**config.mk**
```make
export PLATFORM = sky130hd
export DESIGN_NAME = ela_field_source
export DESIGN_NICKNAME = d
export VERILOG_FILES = /design/src/rtl/ela_pkg.sv /design/src/rtl/ela_src_prefetch.sv /design/src/rtl/ela_field_source.sv
export SDC_FILE = /design/constraint.sdc
export NUM_CORES = 1
export LEC_CHECK = 0
export CAP_MARGIN = 5
export CORE_ASPECT_RATIO = 0.8
export CORE_MARGIN = 2
export CORE_UTILIZATION = 45
export DETAILED_ROUTE_END_ITERATION = 12
export DONT_BUFFER_PORTS = 1
export PLACE_DENSITY = 0.67
export SLEW_MARGIN = 20
export SYNTH_ARGS = -nofsm -noshare
export SYNTH_HDL_FRONTEND = slang
export SYNTH_SLANG_ARGS = --single-unit
```
**constraint.sdc**
```tcl
create_clock -name clk -period 7.95 [get_ports clk]
set_clock_uncertainty 0.1 [all_clocks]
set_input_delay 0.795 -clock clk [delete_from_list [all_inputs] [get_ports clk]]
set_output_delay 0.795 -clock clk [all_outputs]
set_load 0.005 [all_outputs]
```
**src/rtl/ela_pkg.sv**
```systemverilog
// Shared ELA types and geometry.
// Used by the field source, the ELA core and benches.
package ela_pkg;

  localparam int IMG_W    = 128;
  localparam int FLD_ROWS = 32;
  localparam int PIX_W    = 8;
  localparam int ADDR_W   = 12;
  localparam int COL_W    = 7;
  localparam int ROW_W    = 5;

  localparam logic [COL_W-1:0] COL_LAST = COL_W'(IMG_W - 1);
  localparam logic [ROW_W-1:0] ROW_LAST = ROW_W'(FLD_ROWS - 1);

  typedef logic [PIX_W-1:0] pix_t;

  typedef enum logic [2:0] {
    S_IDLE,
    S_PRIME,
    S_PRIMED,
    S_STREAM,
    S_WAIT,
    S_DONE
  } ela_src_state_t;

endpackage

```
**src/rtl/ela_src_prefetch.sv**
```systemverilog
// Two-entry pixel buffer between field memory
// return data and the registered in_data stage.
module ela_src_prefetch
  import ela_pkg::*;
(
  input  logic             clk,
  input  logic             rst,
  input  logic             flush,
  input  logic             push,
  input  logic             pop,
  input  logic [PIX_W-1:0] din,
  output logic [PIX_W-1:0] head,
  output logic [1:0]       occ
);

  logic [PIX_W-1:0] slot0;
  logic [PIX_W-1:0] slot1;
  logic [1:0]       cnt;

  // Shift-style buffer: slot0 is always the oldest pixel.
  always_ff @(posedge clk or negedge rst) begin
    if (!rst) begin
      slot0 <= '0;
      slot1 <= '0;
      cnt   <= '0;
    end else if (flush) begin
      cnt <= '0;
    end else begin
      unique case ({push, pop})
        2'b10: begin
          if (cnt == 2'd0) slot0 <= din;
          else             slot1 <= din;
          cnt <= cnt + 2'd1;
        end
        2'b01: begin
          slot0 <= slot1;
          cnt   <= cnt - 2'd1;
        end
        2'b11: begin
          if (cnt == 2'd1) begin
            slot0 <= din;
          end else begin
            slot0 <= slot1;
            slot1 <= din;
          end
        end
        default: ;
      endcase
    end
  end

  assign head = slot0;
  assign occ  = cnt;

endmodule

```
**src/rtl/ela_field_source.sv**
```systemverilog
// Field-memory responder feeding the ELA core row by row.
// ELA_SRC_CHKSUM_EN adds a 16-bit sum of delivered pixels.
module ela_field_source
  import ela_pkg::*;
(
  input  logic              clk,
  input  logic              rst,
  input  logic              start,
  input  logic              req,
  output logic              ready,
  output logic [PIX_W-1:0]  in_data,
  output logic              fld_rd,
  output logic [ADDR_W-1:0] fld_addr,
  input  logic [PIX_W-1:0]  fld_data,
  output logic              src_done,
  output logic              err
`ifdef ELA_SRC_CHKSUM_EN
  ,
  output logic [15:0]       chksum
`endif
);

  ela_src_state_t state_q, state_d;

  logic [ROW_W-1:0]  row_q;
  logic [COL_W-1:0]  col_q;
  logic [ADDR_W:0]   rd_ptr_q;
  logic              rd_q;
  logic [1:0]        occ;
  logic [PIX_W-1:0]  head;
  logic [PIX_W-1:0]  nxt_pix;
  logic [2:0]        fill;
  logic              go, acc, adv;
  logic              row_end, to_done;
  logic              push, pop, active, bad_req;

  ela_src_prefetch u_pf (
    .clk  (clk),
    .rst  (rst),
    .flush(go),
    .push (push),
    .pop  (pop),
    .din  (fld_data),
    .head (head),
    .occ  (occ)
  );

  // Next state and per-cycle advance decisions.
  always_comb begin
    state_d = state_q;
    acc     = 1'b0;
    adv     = 1'b0;
    row_end = 1'b0;
    to_done = 1'b0;
    unique case (state_q)
      S_IDLE, S_DONE: begin
        if (start) state_d = S_PRIME;
      end
      S_PRIME: begin
        if (rd_q) begin
          adv     = 1'b1;
          state_d = S_PRIMED;
        end
      end
      S_PRIMED, S_WAIT: begin
        if (req) begin
          acc     = 1'b1;
          adv     = 1'b1;
          state_d = S_STREAM;
        end
      end
      S_STREAM: begin
        if (col_q != COL_LAST) begin
          adv = 1'b1;
        end else if (row_q == ROW_LAST) begin
          to_done = 1'b1;
          state_d = S_DONE;
        end else begin
          adv     = 1'b1;
          row_end = 1'b1;
          state_d = S_WAIT;
        end
      end
      default: state_d = S_IDLE;
    endcase
  end

  assign go      = start &
                   ((state_q == S_IDLE) |
                    (state_q == S_DONE));
  assign active  = (state_q != S_IDLE) &
                   (state_q != S_DONE);
  assign bad_req = req &
                   (state_q != S_PRIMED) &
                   (state_q != S_WAIT);
  assign pop     = adv & (occ != 2'd0);
  assign push    = rd_q & ~(adv & (occ == 2'd0));
  assign nxt_pix = (occ != 2'd0) ? head : fld_data;
  assign fill    = {1'b0, occ} + {2'b0, push}
                 - {2'b0, pop};
  assign fld_rd  = active & ~rd_ptr_q[ADDR_W]
                 & (fill < 3'd2);
  assign fld_addr = fld_rd ? rd_ptr_q[ADDR_W-1:0]
                           : '0;
  assign ready   = (state_q == S_PRIMED);

  // State, read pointer, counters and flags.
  always_ff @(posedge clk or negedge rst) begin
    if (!rst) begin
      state_q  <= S_IDLE;
      rd_ptr_q <= '0;
      rd_q     <= 1'b0;
      row_q    <= '0;
      col_q    <= '0;
      in_data  <= '0;
      src_done <= 1'b0;
      err      <= 1'b0;
    end else begin
      state_q <= state_d;
      rd_q    <= fld_rd;
      if (go)          rd_ptr_q <= '0;
      else if (fld_rd) rd_ptr_q <= rd_ptr_q + 1'b1;
      if (go) begin
        row_q <= '0;
        col_q <= '0;
      end else if (acc) begin
        col_q <= COL_W'(1);
      end else if (row_end) begin
        col_q <= '0;
        row_q <= row_q + 1'b1;
      end else if (adv && state_q == S_STREAM) begin
        col_q <= col_q + 1'b1;
      end
      if (to_done)  in_data <= '0;
      else if (adv) in_data <= nxt_pix;
      if (go)           src_done <= 1'b0;
      else if (to_done) src_done <= 1'b1;
      err <= go ? 1'b0 : (err | bad_req);
    end
  end

`ifdef ELA_SRC_CHKSUM_EN
  // Running sum of every pixel handed to the core.
  always_ff @(posedge clk or negedge rst) begin
    if (!rst) begin
      chksum <= '0;
    end else if (go) begin
      chksum <= '0;
    end else if (acc || state_q == S_STREAM) begin
      chksum <= chksum + {8'd0, in_data};
    end
  end
`endif

endmodule

```
## Yosys cells after proc, flatten, opt, wreduce, memory -nomap -nowiden

Cells that the tools add are included.

| operators by class | value |
|---|---|
| shift operators | 0 |
| bitwise gates (word level) | 14 |
| div/mod/pow operators | 0 |
| multipliers | 0 |
| eq/ne operators | 22 |
| reductions and logical operators | 19 |
| mux-type cells | 41 |
| $add $sub $neg | 7 |
| magnitude comparators | 1 |

Operators with widths:

| operator | count |
|---|---|
| $mux W8 | 7 |
| $mux W7 | 4 |
| $mux W13 | 2 |
| $pmux W8 S3 | 1 |
| $ne A2 B2 Y1 const B | 8 |
| $pmux W8 S2 | 1 |
| $mux W5 | 3 |
| $mux W1 | 14 |
| $add A13 B1 Y13 const B | 1 |
| $mux W12 | 1 |
| $mux W3 | 4 |
| $pmux W3 S4 | 1 |
| $reduce_bool A2 Y1 | 6 |
| $and A1 B1 Y1 | 9 |
| $reduce_bool A3 Y1 | 3 |
| $reduce_and A4 Y1 | 2 |
| $add A7 B1 Y7 const B | 1 |
| $ne A7 B7 Y1 const B | 1 |
| $eq A3 B2 Y1 const B | 2 |
| $eq A3 B3 Y1 const B | 2 |
| $ne A3 B3 Y1 const B | 2 |
| $add A5 B1 Y5 const B | 1 |
| $eq A5 B5 Y1 const B | 1 |
| $eq A2 B1 Y1 const B | 2 |
| other kinds (20) | 25 |

| word-level totals | value |
|---|---|
| input port bits | 12 |
| memory bits (writable) | 0 |
| latch bits | 0 |
| output and inout bits | 24 |
| logic and storage cells | 115 |
| memories | 0 |
| memory bits (read-only) | 0 |
| register bits after elaboration | 57 |

## Depth between registers and ports, before layout

| depth | value |
|---|---|
| depth in word-level cells | 13 |
| mapped depth | 16 |
| mapped depth without buffers | 14 |

## By module

A second synthesis with hierarchy kept.

| second synthesis, totals | value |
|---|---|
| cells, all modules | 295 |
| area, all modules | 3130.5 um2 |

By module, submodules not included:

| module | cells an instance | sequential area each (um2) | area each (um2) | instances |
|---|---|---|---|---|
| ela_field_source | 233 | 975.9 | 2229.6 | 1 |
| ela_src_prefetch | 62 | 450.4 | 900.9 | 1 |

## Worst setup path after synthesis

Ideal clock, no wire load.

| timing | value |
|---|---|
| path kind | input to output |
| from | input req |
| to | output fld_addr[0] |
| data arrival time | 3.507 ns |
| path buffers | 1 |
| slack | 3.548 ns |
| stages | 11 |
| data required time | 7.055 ns |
| path through | nor4bb_1 -> nor3_2 -> a21o_1 -> inv_1 -> ha_1 -> nand3b_1 -> fa_1 -> xor2_1 -> a2111oi_4 -> clkbuf_1 -> and2_1 |

| on the way | value |
|---|---|
| cells in the longest elaborated chain, start to end | 10 |
| elaborated cells between the ends (all ways) | 11 |
| those cells by class | add/sub: 2; order compare: 1; mux: 3; bitwise: 5 |

Ends and longest elaborated chain:

| what | line | RTL |
|---|---|---|
| start: declaration | ela_field_source.sv:9 | `input logic req,` |
| $mux W1 (*) | ela_field_source.sv:66 | `if (req) begin` |
| $pmux W1 S3 (*) | ela_field_source.sv:55 | `unique case (state_q)` |
| $and A1 B1 Y1 | ela_field_source.sv:97 | `assign push = rd_q & ~(adv & (occ == 2'd0));` |
| $not A1 Y1 | ela_field_source.sv:97 |  |
| $and A1 B1 Y1 | ela_field_source.sv:97 |  |
| $add A2 B1 Y3 | ela_field_source.sv:99 | `assign fill = {1'b0, occ} + {2'b0, push}` |
| $sub A3 B1 Y3 (*) | ela_field_source.sv:100 | `- {2'b0, pop};` |
| $lt A3 B2 Y1 (*) | ela_field_source.sv:102 | `& (fill < 3'd2);` |
| $and A1 B1 Y1 (*) | ela_field_source.sv:102 |  |
| $mux W12 (*) | ela_field_source.sv:103 | `assign fld_addr = fld_rd ? rd_ptr_q[ADDR_W-1:0]` |
| end: declaration | ela_field_source.sv:13 | `output logic [ADDR_W-1:0] fld_addr,` |

Every way passes the cells marked *; elsewhere a longest branch is shown, timed or not.

## Final worst setup path

| timing | value |
|---|---|
| from | register row_q[0] |
| to | output fld_addr[4] |

| on the way | value |
|---|---|
| cells in the longest elaborated chain, start to end | 12 |
| elaborated cells between the ends (all ways) | 13 |
| those cells by class | add/sub: 2; order compare: 1; eq/ne: 1; mux: 4; bitwise: 5 |

Ends and longest elaborated chain:

| what | line | RTL |
|---|---|---|
| start: declaration | ela_field_source.sv:25 | `logic [ROW_W-1:0] row_q;` |
| start signal: assignment | ela_field_source.sv:130 | `row_q <= row_q + 1'b1;` |
| $eq A5 B5 Y1 (*) | ela_field_source.sv:75 | `end else if (row_q == ROW_LAST) begin` |
| $mux W1 (*) | ela_field_source.sv:75 |  |
| $mux W1 (*) | ela_field_source.sv:73 | `if (col_q != COL_LAST) begin` |
| $pmux W1 S3 (*) | ela_field_source.sv:55 |  |
| $and A1 B1 Y1 | ela_field_source.sv:97 |  |
| $not A1 Y1 | ela_field_source.sv:97 |  |
| $and A1 B1 Y1 | ela_field_source.sv:97 |  |
| $add A2 B1 Y3 | ela_field_source.sv:99 |  |
| $sub A3 B1 Y3 (*) | ela_field_source.sv:100 |  |
| $lt A3 B2 Y1 (*) | ela_field_source.sv:102 |  |
| $and A1 B1 Y1 (*) | ela_field_source.sv:102 |  |
| $mux W12 (*) | ela_field_source.sv:103 |  |

Marked as above.

==> key figures <==
Yosys
  • Synth Area per Inst: 10.4 um2
  • Area leader, netlist: dfrtp_1
  • Synthesized instance count: 297
  • Netlist cell types: 46
  • Ys Warns: 0
  • Mapped cell area: 0.00308 mm2
  • Top FF cell, synth: dfrtp_1
  • Seq/Total Area, Yosys: 46.3%
  • Number of synthesized flops with an enable pin: 0
  • Async set-or-reset flop fraction in the synthesized netlist: 100%
  • Synth top area share: between 40% and 50%
  • Ranking of synthesized cells by area: dfrtp_1 (46%), mux2_2 (8.8%), mux2i_1 (4.2%)
  • Post-synthesis register bit count: 57
  • Syn_nets: 317

Run
  • Max capacitance violation total: 0

Hold path
  • Min-Delay Path Class: input port to asynchronous set/reset pin

Worst setup path
  • CP Max Fanout: 26
  • CP Capture Type: output port
  • WP data required: 7.05 ns
  • Setup crit start: row_q[0]$_DFFE_PN0P_
  • Reg2reg path depth: 15
  • Arr. time, crit path: 3.86 ns
  • R2R Path Start: row_q[0]$_DFFE_PN0P_
  • Crit path kind: flop to output port
  • Crit path launch type: flop

Route
  • DRT Wirelength: 5930 um
  • DRT antenna net count: 0
  • DRC viols: 0
  • Via count: between 2000 and 2500
  • DR pass1 iterations: 4
  • First DRT Iteration DRCs: 60
  • Vias/cell: between 5 and 6
  • DR WL/cell: between 15 and 20 um

STA
  • Worst Hold Slack: 0.0424 ns
  • Highest clock rate: around 210 MHz
  • RSZ-0062 raised after global routing: no
  • Post-route setup slack: 3.20 ns
  • Slew margin rel.: 45.7%
  • Final hold vios: 0
  • Tmin final: 4.75 ns
  • Final period utilization: 59.8%
  • Final setup vio count: 0
  • Worst Tran Pin Value: 0.814 ns
  • Fin Setup TNS: 0 ns
  • Max Slew Vio Count: 0

Finish
  • Reg area: 0.00143 mm2
  • Final net count: 313
  • Share of cells above drive strength 1: between 10% and 20%
  • P&R area growth vs syn: 8.97%
  • Multi-input logic area: 0.00156 mm2
  • Fin cells: 382
  • # diodes: 0
  • FILL cells: slightly below 600

Global routing
  • Vias in the first global route: approximately 2100
  • GRT Total Usage: between 10% and 20%
  • GRT overflow: 0
  • First-pass GRT wire length: 10200 um
  • Largest net degree at the start of global routing: 58
  • Antenna violations before repair: 0

Clock network
  • Clock transition at the registers of the reported paths: about 0.07 ns
  • TritonCTS clock tree: built
  • Setup Fix Bufs, Post-CTS: 0
  • # resized after CTS: 0
  • Total CTS buffers: 9
  • Number of clock sinks: 57
  • Clock Path Buffers: 2
  • Clk root buf: clkbuf_8
  • H-tree level count: 3
  • Hold buffer count at cts: 0
  • Worst-Skew Late Latency: 0.34 ns

Placement
  • Buffers added on ports: 0
  • Cells after DPL: 366
  • Dpl ws: between 3 and 4 ns
  • GPL Wtd Cong: 0.763
  • HPWL Detailed: 4080 um

Die
  • Die Height: 78.0 um
  • Placeable core area: between 0.006 and 0.007 mm2
  • I/O pins: 36
  • Cell row count: 26
  • Initial Util: around 47%
  • Full die area: ~0.0075 mm2
  • Die Wd: 96.5 um

Run status
  • Status: completed

Power and ir drop
  • Cell Pwr Density: 380 mW/mm2
  • Worst vdd ir: 0.000183 V
  • P_leak: ~1.5 nW
  • Design Power: ~0.0013 W
[Yosys cell counts (2+ instances only)]
cell type   n
a211oi_1    3
a21o_1      3
a21oi_1    11
a31oi_1     2
and2_1     13
and3_1      7
and4_1      3
buf_2       4
clkbuf_1   11
dfrtp_1    57
ha_1        7
inv_1       7
mux2_1      2
mux2_2     24
mux2i_1    13
nand2_1    23
nand3_1    14
nand3b_1    2
nand4_1     9
nor2_1     23
nor3_1      3
nor4bb_1    3
o21ai_0    18
o31ai_1     2
or3_1       2
xnor2_1     2
xor2_1     10
[worst max-delay path, stage by stage (launching register included)]
cell	delay, ns
dfrtp_1	0.41
ha_1	0.22
and3_1	0.18
ha_1	0.25
a41o_1	0.39
a21o_1	0.26
inv_1	0.07
ha_1	0.21
nand3b_1	0.17
fa_1	0.39
xor2_1	0.17
a2111oi_4	0.32
buf_4	0.30
and2_1	0.18
[area by class of cell]
type	count	share of cell area (%)
Timing Repair Buffer	1	0.223
Clock inverter	4	2.23
Sequential cell	57	42.5
Clock buffer	12	4.62
Tap cell	84	3.13
Multi-Input combinational cell	217	46.6
Inverter	7	0.782
[through the flow]
step           util, %  instance area, um2
2_1_floorplan        -                3080
3_3_place_gp      48.1                3130
3_5_place_dp      48.1                3130
4_1_cts           51.6                3360
5_1_grt           51.6                3360
6_report          51.6                3360
[routing by layer]
| layer | GRT usage (%) | part of all wire, % | vias up |
|---|---|---|---|
| li1 | - | - | 1059 |
| met1 | 24.4 | 48 | 1058 |
| met2 | 26.3 | 45 | 44 |
| met3 | 7.01 | 6.3 | 4 |
| met4 | 5.07 | 0.66 | 0 |
| met5 | 0 | 0 | - |
[layout by cell type (no fill, tap or decap), types with 2 or more instances in the layout]
cell         n
or3_1        2
mux2i_1     13
mux2_1       2
and2_1      13
nor4bb_1     3
a31oi_1      2
a21oi_1     11
nand4_1      9
and4_1       3
xnor2_1      2
a211oi_1     3
and3_1       7
nand3_1     14
dfrtp_1     57
bufinv_16    2
a21o_1       3
mux2_2      24
nand3b_1     2
xor2_1      10
clkbuf_8    11
nor3_1       3
clkinvlp_4   2
nor2_1      23
o21ai_0     18
inv_1        7
o31ai_1      2
ha_1         7
nand2_1     23
[worst paths after layout]
kind	to	slack (ns)
max reg2reg	rd_ptr_q[11]$_DFFE_PN0P_	3.78
max in group asynchronous	rd_ptr_q[11]$_DFFE_PN0P_	7.58
min in group clk	u_pf.slot1[5]$_DFFE_PN0P_	0.40
min	rd_ptr_q[5]$_DFFE_PN0P_	0.04
min reg2reg	u_pf.slot1[5]$_DFFE_PN0P_	0.40
max	fld_addr[4]	3.20
[report_power, final]
part,total [W],switching [W],internal [W]
combinational,0.000503,0.000276,0.000227
clock,0.000310,0.000117,0.000194
sequential,0.000464,0.0000778,0.000386
[sequential cells by signal, summed over array words and instances, names as in the netlist, 2 cells and up]
register,count
row_q,5
state_q,3
col_q,7
u_pf.head,8
u_pf.occ,2
in_data,8
rd_ptr_q,13
u_pf.slot1,8
[cells by family after synthesis]
logic type	synth area share (%)
simple gates	18.3
flops	46.3
compound gates	11.8
mux	13.7
buf+inv	3.00
xor+xnor	3.41
fa+ha+maj	3.49
Note: power is estimated with default switching activity, not from simulation.
